`src/rtl/mult32_shift_add_pkg.sv`:
```
// Shared definitions for the sequential shift-and-add multiplier:
// FSM state encodings, operand width and step-counter width.
package mult32_shift_add_pkg;

    localparam int MULT_W     = 32;
    localparam int MULT_CNT_W = 5;

    typedef enum logic [1:0] {
        MULT_IDLE = 2'd0,
        MULT_CALC = 2'd1,
        MULT_FIN  = 2'd2
    } mult_state_e;

endpackage

```
`src/rtl/mult32_shift_add_step.sv`:
```
// One shift-and-add step: conditionally add the multiplicand, then shift it left by one.
module mult_step #(
    parameter int PW = 64
) (
    input  logic [PW-1:0] acc,
    input  logic [PW-1:0] mcand,
    input  logic          mplier_lsb,
    output logic [PW-1:0] next_acc,
    output logic [PW-1:0] next_mcand
);

    assign next_acc   = mplier_lsb ? (acc + mcand) : acc;
    assign next_mcand = {mcand[PW-2:0], 1'b0};

endmodule

```
`src/rtl/mult32_shift_add.sv`:
```
// Sequential WIDTHxWIDTH multiplier, one multiplier bit per cycle, START/READY/DONE handshake.
// Define MULT_SIGNED_EN to honour SGN (magnitude multiply plus final two's-complement fix-up).
module mult32_shift_add
    import mult32_shift_add_pkg::*;
#(
    parameter int WIDTH = MULT_W
) (
    input  logic             CLK,
    input  logic             RST,
    input  logic             START,
    input  logic             SGN,
    input  logic [WIDTH-1:0] A,
    input  logic [WIDTH-1:0] B,
    output logic             READY,
    output logic             BUSY,
    output logic             DONE,
    output logic [WIDTH-1:0] HI,
    output logic [WIDTH-1:0] LO
);

    localparam int PW = 2 * WIDTH;

    mult_state_e           state, state_nxt;
    logic [MULT_CNT_W-1:0] count;
    logic [PW-1:0]         acc;
    logic [PW-1:0]         mcand;
    logic [WIDTH-1:0]      mplier;
    logic [WIDTH-1:0]      hi_q;
    logic [WIDTH-1:0]      lo_q;

    logic [PW-1:0]         step_acc;
    logic [PW-1:0]         step_mcand;
    logic [PW-1:0]         result;
    logic [WIDTH-1:0]      a_mag;
    logic [WIDTH-1:0]      b_mag;
    logic                  last_step;

    assign last_step = (count == MULT_CNT_W'(WIDTH - 1));

    mult_step #(.PW(PW)) u_step (
        .acc        (acc),
        .mcand      (mcand),
        .mplier_lsb (mplier[0]),
        .next_acc   (step_acc),
        .next_mcand (step_mcand)
    );

`ifdef MULT_SIGNED_EN
    logic neg_q;
    logic neg_in;

    // Magnitude of the most negative value wraps to itself, which is correct unsigned.
    always_comb begin
        a_mag  = (SGN && A[WIDTH-1]) ? (-A) : A;
        b_mag  = (SGN && B[WIDTH-1]) ? (-B) : B;
        neg_in = SGN & (A[WIDTH-1] ^ B[WIDTH-1]);
        result = neg_q ? (-step_acc) : step_acc;
    end

    always_ff @(posedge CLK) begin
        if (RST)
            neg_q <= 1'b0;
        else if (state == MULT_IDLE && START)
            neg_q <= neg_in;
    end
`else
    always_comb begin
        a_mag  = A;
        b_mag  = B;
        result = step_acc;
    end
`endif

    always_ff @(posedge CLK) begin
        if (RST) begin
            state  <= MULT_IDLE;
            count  <= '0;
            acc    <= '0;
            mcand  <= '0;
            mplier <= '0;
            hi_q   <= '0;
            lo_q   <= '0;
        end else begin
            state <= state_nxt;
            case (state)
                MULT_IDLE: begin
                    if (START) begin
                        mcand  <= {{WIDTH{1'b0}}, a_mag};
                        mplier <= b_mag;
                        acc    <= '0;
                        count  <= '0;
                    end
                end
                MULT_CALC: begin
                    acc    <= step_acc;
                    mcand  <= step_mcand;
                    mplier <= mplier >> 1;
                    count  <= count + 1'b1;
                    // Result registers only move on the final step, so they hold through FIN/IDLE.
                    if (last_step) begin
                        hi_q <= result[PW-1:WIDTH];
                        lo_q <= result[WIDTH-1:0];
                    end
                end
                default: ;
            endcase
        end
    end

    always_comb begin
        state_nxt = state;
        READY     = 1'b0;
        BUSY      = 1'b0;
        DONE      = 1'b0;
        case (state)
            MULT_IDLE: begin
                READY = 1'b1;
                if (START)
                    state_nxt = MULT_CALC;
            end
            MULT_CALC: begin
                BUSY = 1'b1;
                if (last_step)
                    state_nxt = MULT_FIN;
            end
            MULT_FIN: begin
                DONE      = 1'b1;
                state_nxt = MULT_IDLE;
            end
            default: state_nxt = MULT_IDLE;
        endcase
    end

    assign HI = hi_q;
    assign LO = lo_q;

endmodule

```
`config.mk`:
```
export PLATFORM = sky130hd
export DESIGN_NAME = mult32_shift_add
export DESIGN_NICKNAME = d
export VERILOG_FILES = /design/src/rtl/mult32_shift_add_pkg.sv /design/src/rtl/mult32_shift_add_step.sv /design/src/rtl/mult32_shift_add.sv
export SDC_FILE = /design/constraint.sdc
export NUM_CORES = 1
export LEC_CHECK = 0
export ABC_CLOCK_PERIOD_IN_PS = 6500
export CORE_ASPECT_RATIO = 1.75
export CORE_UTILIZATION = 49
export CTS_BUF_LIST = sky130_fd_sc_hd__clkbuf_8 sky130_fd_sc_hd__clkbuf_16
export CTS_CLUSTER_DIAMETER = 60
export CTS_CLUSTER_SIZE = 8
export DETAILED_ROUTE_END_ITERATION = 6
export HOLD_SLACK_MARGIN = 0.02
export PLACE_DENSITY = 0.7
export SETUP_SLACK_MARGIN = 0.15
export SLEW_MARGIN = 10
export SYNTH_ARGS = -nofsm -noshare
export SYNTH_HDL_FRONTEND = slang
export SYNTH_HIERARCHICAL = 1
export SYNTH_SLANG_ARGS = --single-unit
```
`constraint.sdc`:
```
create_clock -name CLK -period 6.5 [get_ports CLK]
set_input_delay 0.975 -clock CLK [delete_from_list [all_inputs] [get_ports CLK]]
set_output_delay 0.975 -clock CLK [all_outputs]
set_load 0.005 [all_outputs]
```
==> impl_metrics.py, run 1 <==
metrics = {
    "run_status": {
        "status": "finished, final reports clean",
    },
    "clock_network": {
        "insertion_delay_ps": 520,
        "clk_pin_slew_ps": 60,
        "cts_hold_buffers": 0,
        "clock-root-buffer": "clkbuf_16",
        "clkSinkCount": 231,
        "ctsResizeCount": 0,
        "cts.path.max_buffers": 3,
        "cts_setup_buffers": 0,
        "cts_tree": "built",
        "cts.htree.levels": 2,
        "numCtsBuffers": 34,
    },
    "synthesis": {
        "synth-simple-area-share_pct": 24.1,
        "synth_compound_area_share_pct": 21.6,
        "avgSynthCellArea_um2": 8.08,
        "synth.largest_area_cell": "dfxtp_1",
        "synth_area_leaders": "dfxtp_1 (32%), a21oi_1 (7.2%), ha_1 (5.6%), nor2_1 (5.5%), a22oi_1 (5.2%)",
        "synth_top_cell_area_share_pct": 32.0,
        "synth-async-reset-ratio_pct": 0,
        "ys_top_cells_by_count": "dfxtp_1 (231), nor2_1 (210), a21oi_1 (208)",
        "post_synth_fa_ha_maj_area_fraction_pct": 5.77,
        "yosysMostFrequentCell": "dfxtp_1",
        "ys_warn_count": 6,
        "yosysUniqueCellTypes": 72,
        "synthFlopType": "dfxtp_1",
        "syn_nets": 1920,
        "syn_inst": 1786,
        "synth-seq-area-share_pct": 32.0,
        "synth_top_family_by_area": "simple AND/OR/NAND/NOR gates",
        "synthXorXnorAreaFrac_pct": 3.34,
        "ys_ff_latch": 231,
        "synthMuxAreaShare_pct": 4.06,
        "synth_edf_count": 0,
        "syn_area_mm2": 0.0144,
    },
    "worst_setup_path": {
        "crit_top_cell": "nor2_1",
        "cp-startpoint": "acc[0]$_SDFFE_PP0P_",
        "endpoint_kind": "register",
        "crit_path_start_kind": "register",
        "slowest_stage": "o21ai_0",
        "critPathMaxStageDelay_ps": 500,
        "critical_path_class": "register to register",
        "required_ps": 6950,
        "cp_max_fo": 4,
        "cp.arrival_ps": 4440,
        "worstReg2RegStart": "acc[0]$_SDFFE_PP0P_",
        "path_cells": "ha_1 > fa_1 > a211o_1 > o211ai_2 > a2111o_1 > a21oi_1 > o2111a_1 > o21ai_1 > a2111oi_4 > nor2_1 > xor2_1 > o21ai_0 > a22oi_1 > nor2_1",
        "timing.reg2reg.setup_slack_ps": 2510,
    },
    "power_and_ir_drop": {
        "peakVddDrop_mv": 0.181,
        "power.density_mw_per_mm2": 215,
        "power.leakage_nw": 6.24,
    },
    "route": {
        "drc_errors": 0,
        "first_iter_violations": 656,
        "viasPerCell": 5.74,
        "ant_nets": 0,
        "num_vias": 12300,
        "drt-pass1-iter-count": 6,
        "wl_um": 37600,
        "post_drt_wl_per_cell_um": 17.5,
    },
    "die": {
        "start_util_pct": 50.1,
        "core_area_mm2": 0.0288,
        "die_w_um": 132,
        "die_h_um": 229,
        "io_pins": 135,
        "die-area_mm2": 0.0302,
        "fp-row-count": 82,
    },
    "min_path": {
        "worstHoldStart": "LO[10]$_SDFFE_PP0P_",
        "min_path_type": "register to register",
    },
    "grt": {
        "grt_pass1_vias": 12500,
        "grtUsageTotal_pct": 24.8,
        "grt_overflow_total": 0,
        "grt_start_max_net_pins": 103,
        "grt_pass1_wl_um": 61200,
        "antenna_found_initial": 1,
    },
    "sta": {
        "period_needed_ps": 3990,
        "fmax_mhz": 251,
        "finalCritPeriodShare_pct": 61.4,
        "drv_slew": 0,
        "skew_ps": 21.0,
        "slew_headroom_pct": 36.9,
        "timing.setup.tns_ps": 0,
        "hold_viol": 0,
        "setup_viol_count_final": 0,
        "rsz0062_at_grt": "false",
        "tightest_slew_ps": 947,
    },
    "final_layout": {
        "final_util_pct": 55.6,
        "layout-drive-gt1-share_pct": 8.58,
        "area_delta_synth_final_pct": 11.1,
        "final_nets": 1903,
        "finalInstanceArea_mm2": 0.0160,
    },
    "place": {
        "numPortBuffers": 133,
        "dp_hpwl_um": 26500,
        "gp_congestion": 0.939,
        "place_area_mm2": 0.0151,
    },
    "flow_run": {
        "drv_cap": 0,
    },
}
## registers in the layout (all words and copies together), names as in the netlist
| signal | cells |
|---|---|
| mcand | 64 |
| mplier | 32 |
| LO | 32 |
| count | 5 |
| acc | 64 |
| HI | 32 |
| state | 2 |
## stage by stage
stage          hold WS [ps]  cells  worst slack (ps)  total power [W]
3_5_place_dp            447   2111              2590          0.00191
6_report                449   2151              2510          0.00345
4_1_cts                 453   2150              2540          0.00349
5_1_grt                 470   2151              2350          0.00358
2_1_floorplan           445   1786              3280          0.00183
3_3_place_gp            445   2111              2640          0.00190
## final timing paths
check                                             to  cells past startpoint
worst max-delay path            acc[52]$_SDFFE_PP0P_                     14
worst min-delay path             LO[10]$_SDFFE_PP0P_                      2
worst max register to register  acc[52]$_SDFFE_PP0P_                     14
worst min register to register   LO[10]$_SDFFE_PP0P_                      2
## layer usage
metal | track usage (%) | vias up | wire, um | share of wire (%)
met4 | 12.7 | 0 | 1710 | 4.6
met2 | 48.2 | 275 | 20400 | 54
met1 | 25.7 | 5812 | 14300 | 38
met5 | 0 | - | 0 | 0
li1 | - | 6162 | - | -
met3 | 2.83 | 92 | 1210 | 3.2
## placed cells by master, fill, tap and decap left out, drive strengths merged, types with 3 or more instances in the layout
cell             n
and3             6
nor2b            6
mux2            52
or3b            64
a21oi          208
o21bai          19
o2111ai          5
xor2            18
nand2b          71
a21o            47
a31oi            6
o211a            3
nand4           21
buf             14
inv             21
o211ai           5
nor3            76
and2             8
a22oi           99
nand2          188
o31ai            3
o21ai           45
clkbuf          35
a21boi           5
clkdlybuf4s50  132
a211o            3
a211oi          11
nand3           11
nor2           211
or3              4
dfxtp          231
ha              65
o221ai           3
xnor2           37
## cell type report
class	count	area (um2)
Clock inverter	4	40.0
Timing Repair Buffer	146	1430
Tap cell	378	473
Inverter	19	71.3
Fill cell	2732	12800
Sequential cell	231	4630
Clock buffer	35	876
Multi-Input combinational cell	1337	8510
Antenna cell	1	2.50
## power breakdown
part | switching [W] | internal, W
Clock | 0.000620 | 0.000949
Combinational | 0.000217 | 0.000165
Sequential | 0.0000350 | 0.00146
Total | 0.000872 | 0.00258
## critical path, delay by kind of cell, from the launching register on
kind / cells / cell delay, ps
AO/OA/AOI/OAI: 9 / 2720
flip-flops: 1 / 350
AND/OR/NAND/NOR: 2 / 220
XOR/XNOR: 1 / 150
adder cells (fa/ha/maj): 2 / 490
## logic make-up after synthesis
family | Yosys count
compound gates | 485
xor+xnor | 55
fa+ha+maj | 66
buf+inv | 218
flops | 231
mux | 52
other cells | 1
simple gates | 678
No activity file was read; power rests on OpenSTA's default activity.
==> run 2, diff against run 1 <==
- ABC_CLOCK_PERIOD_IN_PS: 6500 -> 4200
- clock period: 6.5 -> 4.2 ns (I/O delays scaled with it)
==> impl_metrics.py, run 2 (synthesis gave the netlist of run 1 again) <==
metrics = {
    "final_layout": {
        "area_delta_synth_final_pct": 11.5,
        "largestRegisters": "acc: 64 flops, mcand: 64 flops",
        "final_nets": 1907,
        "diodes": 0,
        "final_common_cell": "dfxtp_1",
        "most-common-layout-cells": "dfxtp_1 (228), nor2_1 (210), a21oi_1 (207)",
        "layout-drive-gt1-share_pct": 8.90,
    },
    "die": {
        "start_util_pct": 50.1,
        "core_area_mm2": 0.0288,
        "die-area_mm2": 0.0302,
        "fp-row-count": 82,
        "io_pins": 135,
        "die_w_um": 132,
        "die_h_um": 229,
    },
    "flow_run": {
        "drv_cap": 0,
    },
    "power_and_ir_drop": {
        "power.leakage_nw": 6.27,
        "peakVddDrop_mv": 0.269,
        "power.density_mw_per_mm2": 330,
    },
    "place": {
        "gp_congestion": 0.930,
        "dp_hpwl_um": 26500,
        "numPortBuffers": 133,
    },
    "sta": {
        "timing.setup.tns_ps": 0,
        "setup_viol_count_final": 0,
        "finalCritPeriodShare_pct": 88.1,
        "slew_headroom_pct": 38.3,
        "rsz0062_at_grt": "false",
        "fmax_mhz": 270,
        "tightest_slew_ps": 925,
        "hold_viol": 0,
        "skew_ps": 24.3,
        "drv_slew": 0,
        "fin_hold_ws_ps": 452,
        "period_needed_ps": 3700,
    },
    "grt": {
        "antenna_found_initial": 0,
        "grt_pass1_wl_um": 61300,
        "grt_pass1_vias": 12300,
        "grt_overflow_total": 0,
        "grt_start_max_net_pins": 114,
        "grtUsageTotal_pct": 24.9,
    },
    "route": {
        "num_vias": 12400,
        "first_iter_violations": 713,
        "drc_errors": 0,
        "ant_nets": 0,
        "post_drt_wl_per_cell_um": 17.5,
        "drt-pass1-iter-count": 5,
        "wl_um": 37700,
        "viasPerCell": 5.77,
    },
    "worst_setup_path": {
        "crit_path_start_kind": "register",
        "endpoint_kind": "register",
        "cp_max_fo": 4,
        "cp.arrival_ps": 4060,
        "required_ps": 4560,
        "r2r_cells": 14,
        "critical_path_class": "register to register",
    },
    "clock_network": {
        "insertion_delay_ps": 520,
        "cts.path.max_buffers": 3,
        "clock-root-buffer": "clkbuf_16",
        "cts.htree.levels": 2,
        "clkSinkCount": 231,
        "clk_pin_slew_ps": 50,
        "cts_hold_buffers": 0,
        "cts_tree": "built",
        "numCtsBuffers": 34,
    },
    "run_status": {
        "status": "finished, final reports clean",
    },
    "min_path": {
        "worstHoldPathCells": 2,
        "min_path_type": "register to register",
    },
}
[run 2: cell type report]
| type | count | area, um2 |
|---|---|---|
| clock buffer | 35 | 876 |
| clock inverter | 3 | 16.3 |
| fill | 2705 | 12700 |
| inverter | 19 | 71.3 |
| multi-input combinational | 1337 | 8530 |
| sequential | 231 | 4630 |
| tap | 378 | 473 |
| timing repair buffer | 150 | 1500 |
[run 2: final timing paths]
| check | from | endpoint | slack, ps |
|---|---|---|---|
| setup / recovery | acc[0]$_SDFFE_PP0P_ | acc[36]$_SDFFE_PP0P_ | 500 |
| hold / removal | HI[30]$_SDFFE_PP0P_ | HI[30]$_SDFFE_PP0P_ | 450 |
| setup reg to reg | acc[0]$_SDFFE_PP0P_ | acc[36]$_SDFFE_PP0P_ | 500 |
| hold reg to reg | HI[30]$_SDFFE_PP0P_ | HI[30]$_SDFFE_PP0P_ | 450 |
[run 2: power breakdown]
part           internal [W]  switching, W  leakage [nW]  total [W]
sequential          0.00226     0.0000524          1.88    0.00231
clock               0.00146      0.000932         0.446    0.00239
combinational      0.000260      0.000337          3.94   0.000597
[run 2: timing repair]
action	CTS	global route
resized for setup	0	3
setup endpoints to repair	0	5
setup buffers	0	0
[run 2: worst max-delay path, cell delays in order, from the launching register on]
cell and delay [ps]:
dfxtp_1 320, ha_1 240, fa_1 440, a211o_1 330, o211ai_2 110, a2111o_1 320, a21oi_2 120, o2111a_1 280
o21ai_1 370, nand2_1 160, a21boi_1 230, xnor2_1 110, mux2_2 290, a22oi_1 170, nor2_1 60
[run 2: layer usage]
layer,vias to the layer above,global-route usage [%],part of all wire [%]
met2,236,49.4,56
met1,5921,25.7,38
met3,75,3.21,3.1
met5,-,0,0
li1,6183,-,-
met4,0,10.4,3.2
[run 2: through the flow]
stage          area [um2]  setup WS, ps  total power, W  utilization, %  cells
2_1_floorplan       14400           976         0.00283               -   1786
3_3_place_gp        15200           531         0.00294            52.7   2115
3_5_place_dp        15200           500         0.00295            52.7   2115
4_1_cts             16100           475         0.00536            55.8   2153
5_1_grt             16100           204         0.00551            55.8   2153
6_report            16100           501         0.00530            55.8   2153
==> RTL change (settings of run 2) <==
Re-encode `mult_state_e` (3 states) as one-hot, 3 bits wide.
--- a/src/rtl/mult32_shift_add_pkg.sv
+++ b/src/rtl/mult32_shift_add_pkg.sv
@@ -5,10 +5,10 @@
     localparam int MULT_W     = 32;
     localparam int MULT_CNT_W = 5;
 
-    typedef enum logic [1:0] {
-        MULT_IDLE = 2'd0,
-        MULT_CALC = 2'd1,
-        MULT_FIN  = 2'd2
+    typedef enum logic [2:0] {
+        MULT_IDLE = 3'b001,
+        MULT_CALC = 3'b010,
+        MULT_FIN  = 3'b100
     } mult_state_e;
 
 endpackage
Function: no difference found for any inputs over 10 cycles, from zero or initial values and one cycle with RST high; not proved beyond that.
==> RTL change against run 2 <==
Utilization up 0.22 points. Sequential cell count grew 1. Largest cell class unchanged. Via count grew 2.7%. Hold slack got worse by 0.00074 ns. Synthesized area fell by 3.8%. Highest routed layer unchanged. Critical path depth unchanged. Sequential share of layout area increased by 0.97 points. Synthesized cell count shrank 0.34%. Critical path type unchanged. Cell area shrank 2.9%. Total power shrank 0.63%. Clock power barely moved. Worst setup slack worse by 0.0021 ns. Wire length grew 0.99%.
==> RTL change: results (changes against run 2) <==
hold worst-path end=HI[31]$_SDFFE_PP0P_ (was HI[30]$_SDFFE_PP0P_); status=completed (unchanged); gr usage total=26.19% (was 24.94%); worst-margin pin slew=1.153 ns (was 0.9250 ns); met3 Usage GRT=3.544% (was 3.209%); dpl hpwl=25,820 um (was 26,500 um); GR Util met2=47.26% (was 49.40%); drt drc=0 (unchanged); maximum vdd drop=230.5 uV (was 268.5 uV); worst clock skew=0.02361 ns (was 0.02428 ns); Crit path arrival time=4.14 ns (was 4.06 ns); vias in the first global route=12,290 (was 12,250); Fin Hold WS=0.4515 ns (was 0.4522 ns); share of cells above drive strength 1=6.956% (was 8.901%); antenna violations before repair=1 (was 0); Post-Syn Nets=1,914 (was 1,920); worst r2r dst=acc[36]$_SDFFE_PP0P_ (unchanged); M1 GR Usage=28.41% (was 25.71%); Synth async-reset ratio=0% (unchanged); setup tns final=0 ns (unchanged); ranking of synthesized cells by area=dfxtp_1 33%, a21oi_1 8.8%, nand2_1 7.7% (was dfxtp_1 32%, a21oi_1 7.2%, ha_1 5.6%); first-pass GRT wire length=60,830 um (was 61,320 um); detailed-route wire length per cell=17.91 um (was 17.53 um); leak pwr=0.005765 uW (was 0.006266 uW); sequential fraction of the synthesis area=33.47% (was 32.05%); Largest regs=acc (64), mcand (64) (unchanged); commonest cells in the netlist=286 x nand2_1, 244 x a21oi_1, 232 x dfxtp_1 (was 231 x dfxtp_1, 210 x nor2_1, 208 x a21oi_1); initial DRC count=876 (was 713); HP Start=HI[31]$_SDFFE_PP0P_ (was HI[30]$_SDFFE_PP0P_); library cells used by synthesis=71 (was 72); vias per inst=5.989 (was 5.766); GP Congestion=0.9263 (was 0.9304); largest net degree at the start of global routing=162 (was 114)
[RTL change: cell types whose count changed after synthesis, sizes merged, moves of 8 or more]
cell	change
nor2	-163
nand3	+101
a22oi	-98
nand2	+98
o22ai	+63
or3b	-63
a211oi	+62
nand2b	-62
a21oi	+36
buf	+8
[RTL change: through the flow]
step	worst slack [ns]	instance area, sq um	cells	utilization [%]
after floorplan	1.075	13880	1780	-
after global placement	0.5933	14730	2090	52.85
after detailed placement	0.5756	14730	2090	52.85
after CTS	0.5567	15610	2127	56.02
after global routing	0.3131	15620	2128	56.03
final	0.4993	15620	2128	56.03
[RTL change: cell families (layout without fill, tap and decap cells)]
| group | Yosys count | in the layout | synth area share, % |
|---|---|---|---|
| other cells | 1 | 2 | 0.02702 |
| xor+xnor | 55 | 55 | 3.471 |
| flops | 232 | 232 | 33.47 |
| buf+inv | 230 | 204 | 8.853 |
| compound gates | 546 | 546 | 24.46 |
| simple gates | 598 | 598 | 19.50 |
| mux | 52 | 52 | 4.219 |
| fa+ha+maj | 66 | 66 | 6.004 |
[RTL change: cell type report]
class	instances	area (sq um)
timing repair buffer	146	1493
clock inverter	3	33.78
antenna	1	2.502
tap	373	466.7
fill	2652	12250
multi-input combinational	1318	8043
clock buffer	34	850.8
inverter	21	81.33
sequential	232	4646
[RTL change: report_power, final]
| group | internal [uW] | leakage, uW | switching [uW] |
|---|---|---|---|
| clock | 1430 | 0.000435 | 963 |
| sequential | 2270 | 0.00188 | 69.0 |
| combinational | 226 | 0.00345 | 306 |
[RTL change: worst max path at each step]
stage | startpoint | end | slack, ns | cells past startpoint
finish | acc[0]$_SDFFE_PP0P_ | acc[36]$_SDFFE_PP0P_ | 0.50 | 14
floorplan | mcand[0]$_SDFFE_PP0P_ | HI[18]$_SDFFE_PP0P_ | 1.07 | 14
global route | acc[0]$_SDFFE_PP0P_ | acc[36]$_SDFFE_PP0P_ | 0.31 | 14
detailed placement | mcand[0]$_SDFFE_PP0P_ | acc[36]$_SDFFE_PP0P_ | 0.58 | 14
global placement | mcand[0]$_SDFFE_PP0P_ | acc[48]$_SDFFE_PP0P_ | 0.59 | 14
CTS | acc[0]$_SDFFE_PP0P_ | acc[36]$_SDFFE_PP0P_ | 0.56 | 14
[RTL change: worst max-delay path, stage by stage, from the launching register on]
cell and delay (ns):
dfxtp_1 0.32, ha_1 0.24, fa_1 0.45, a211o_1 0.34
o211ai_2 0.12, a2111o_1 0.28, a21oi_1 0.13, o2111a_1 0.29
o21ai_1 0.36, nand2_1 0.17, a21boi_1 0.26, xnor2_1 0.23
mux2_2 0.24, nand2_1 0.05, a21oi_1 0.15
[RTL change: per-layer routing]
layer	up-vias	share of wire (%)
met5	-	0
met4	0	5.6
met3	132	3.9
met2	335	52
met1	6022	39
li1	6256	-
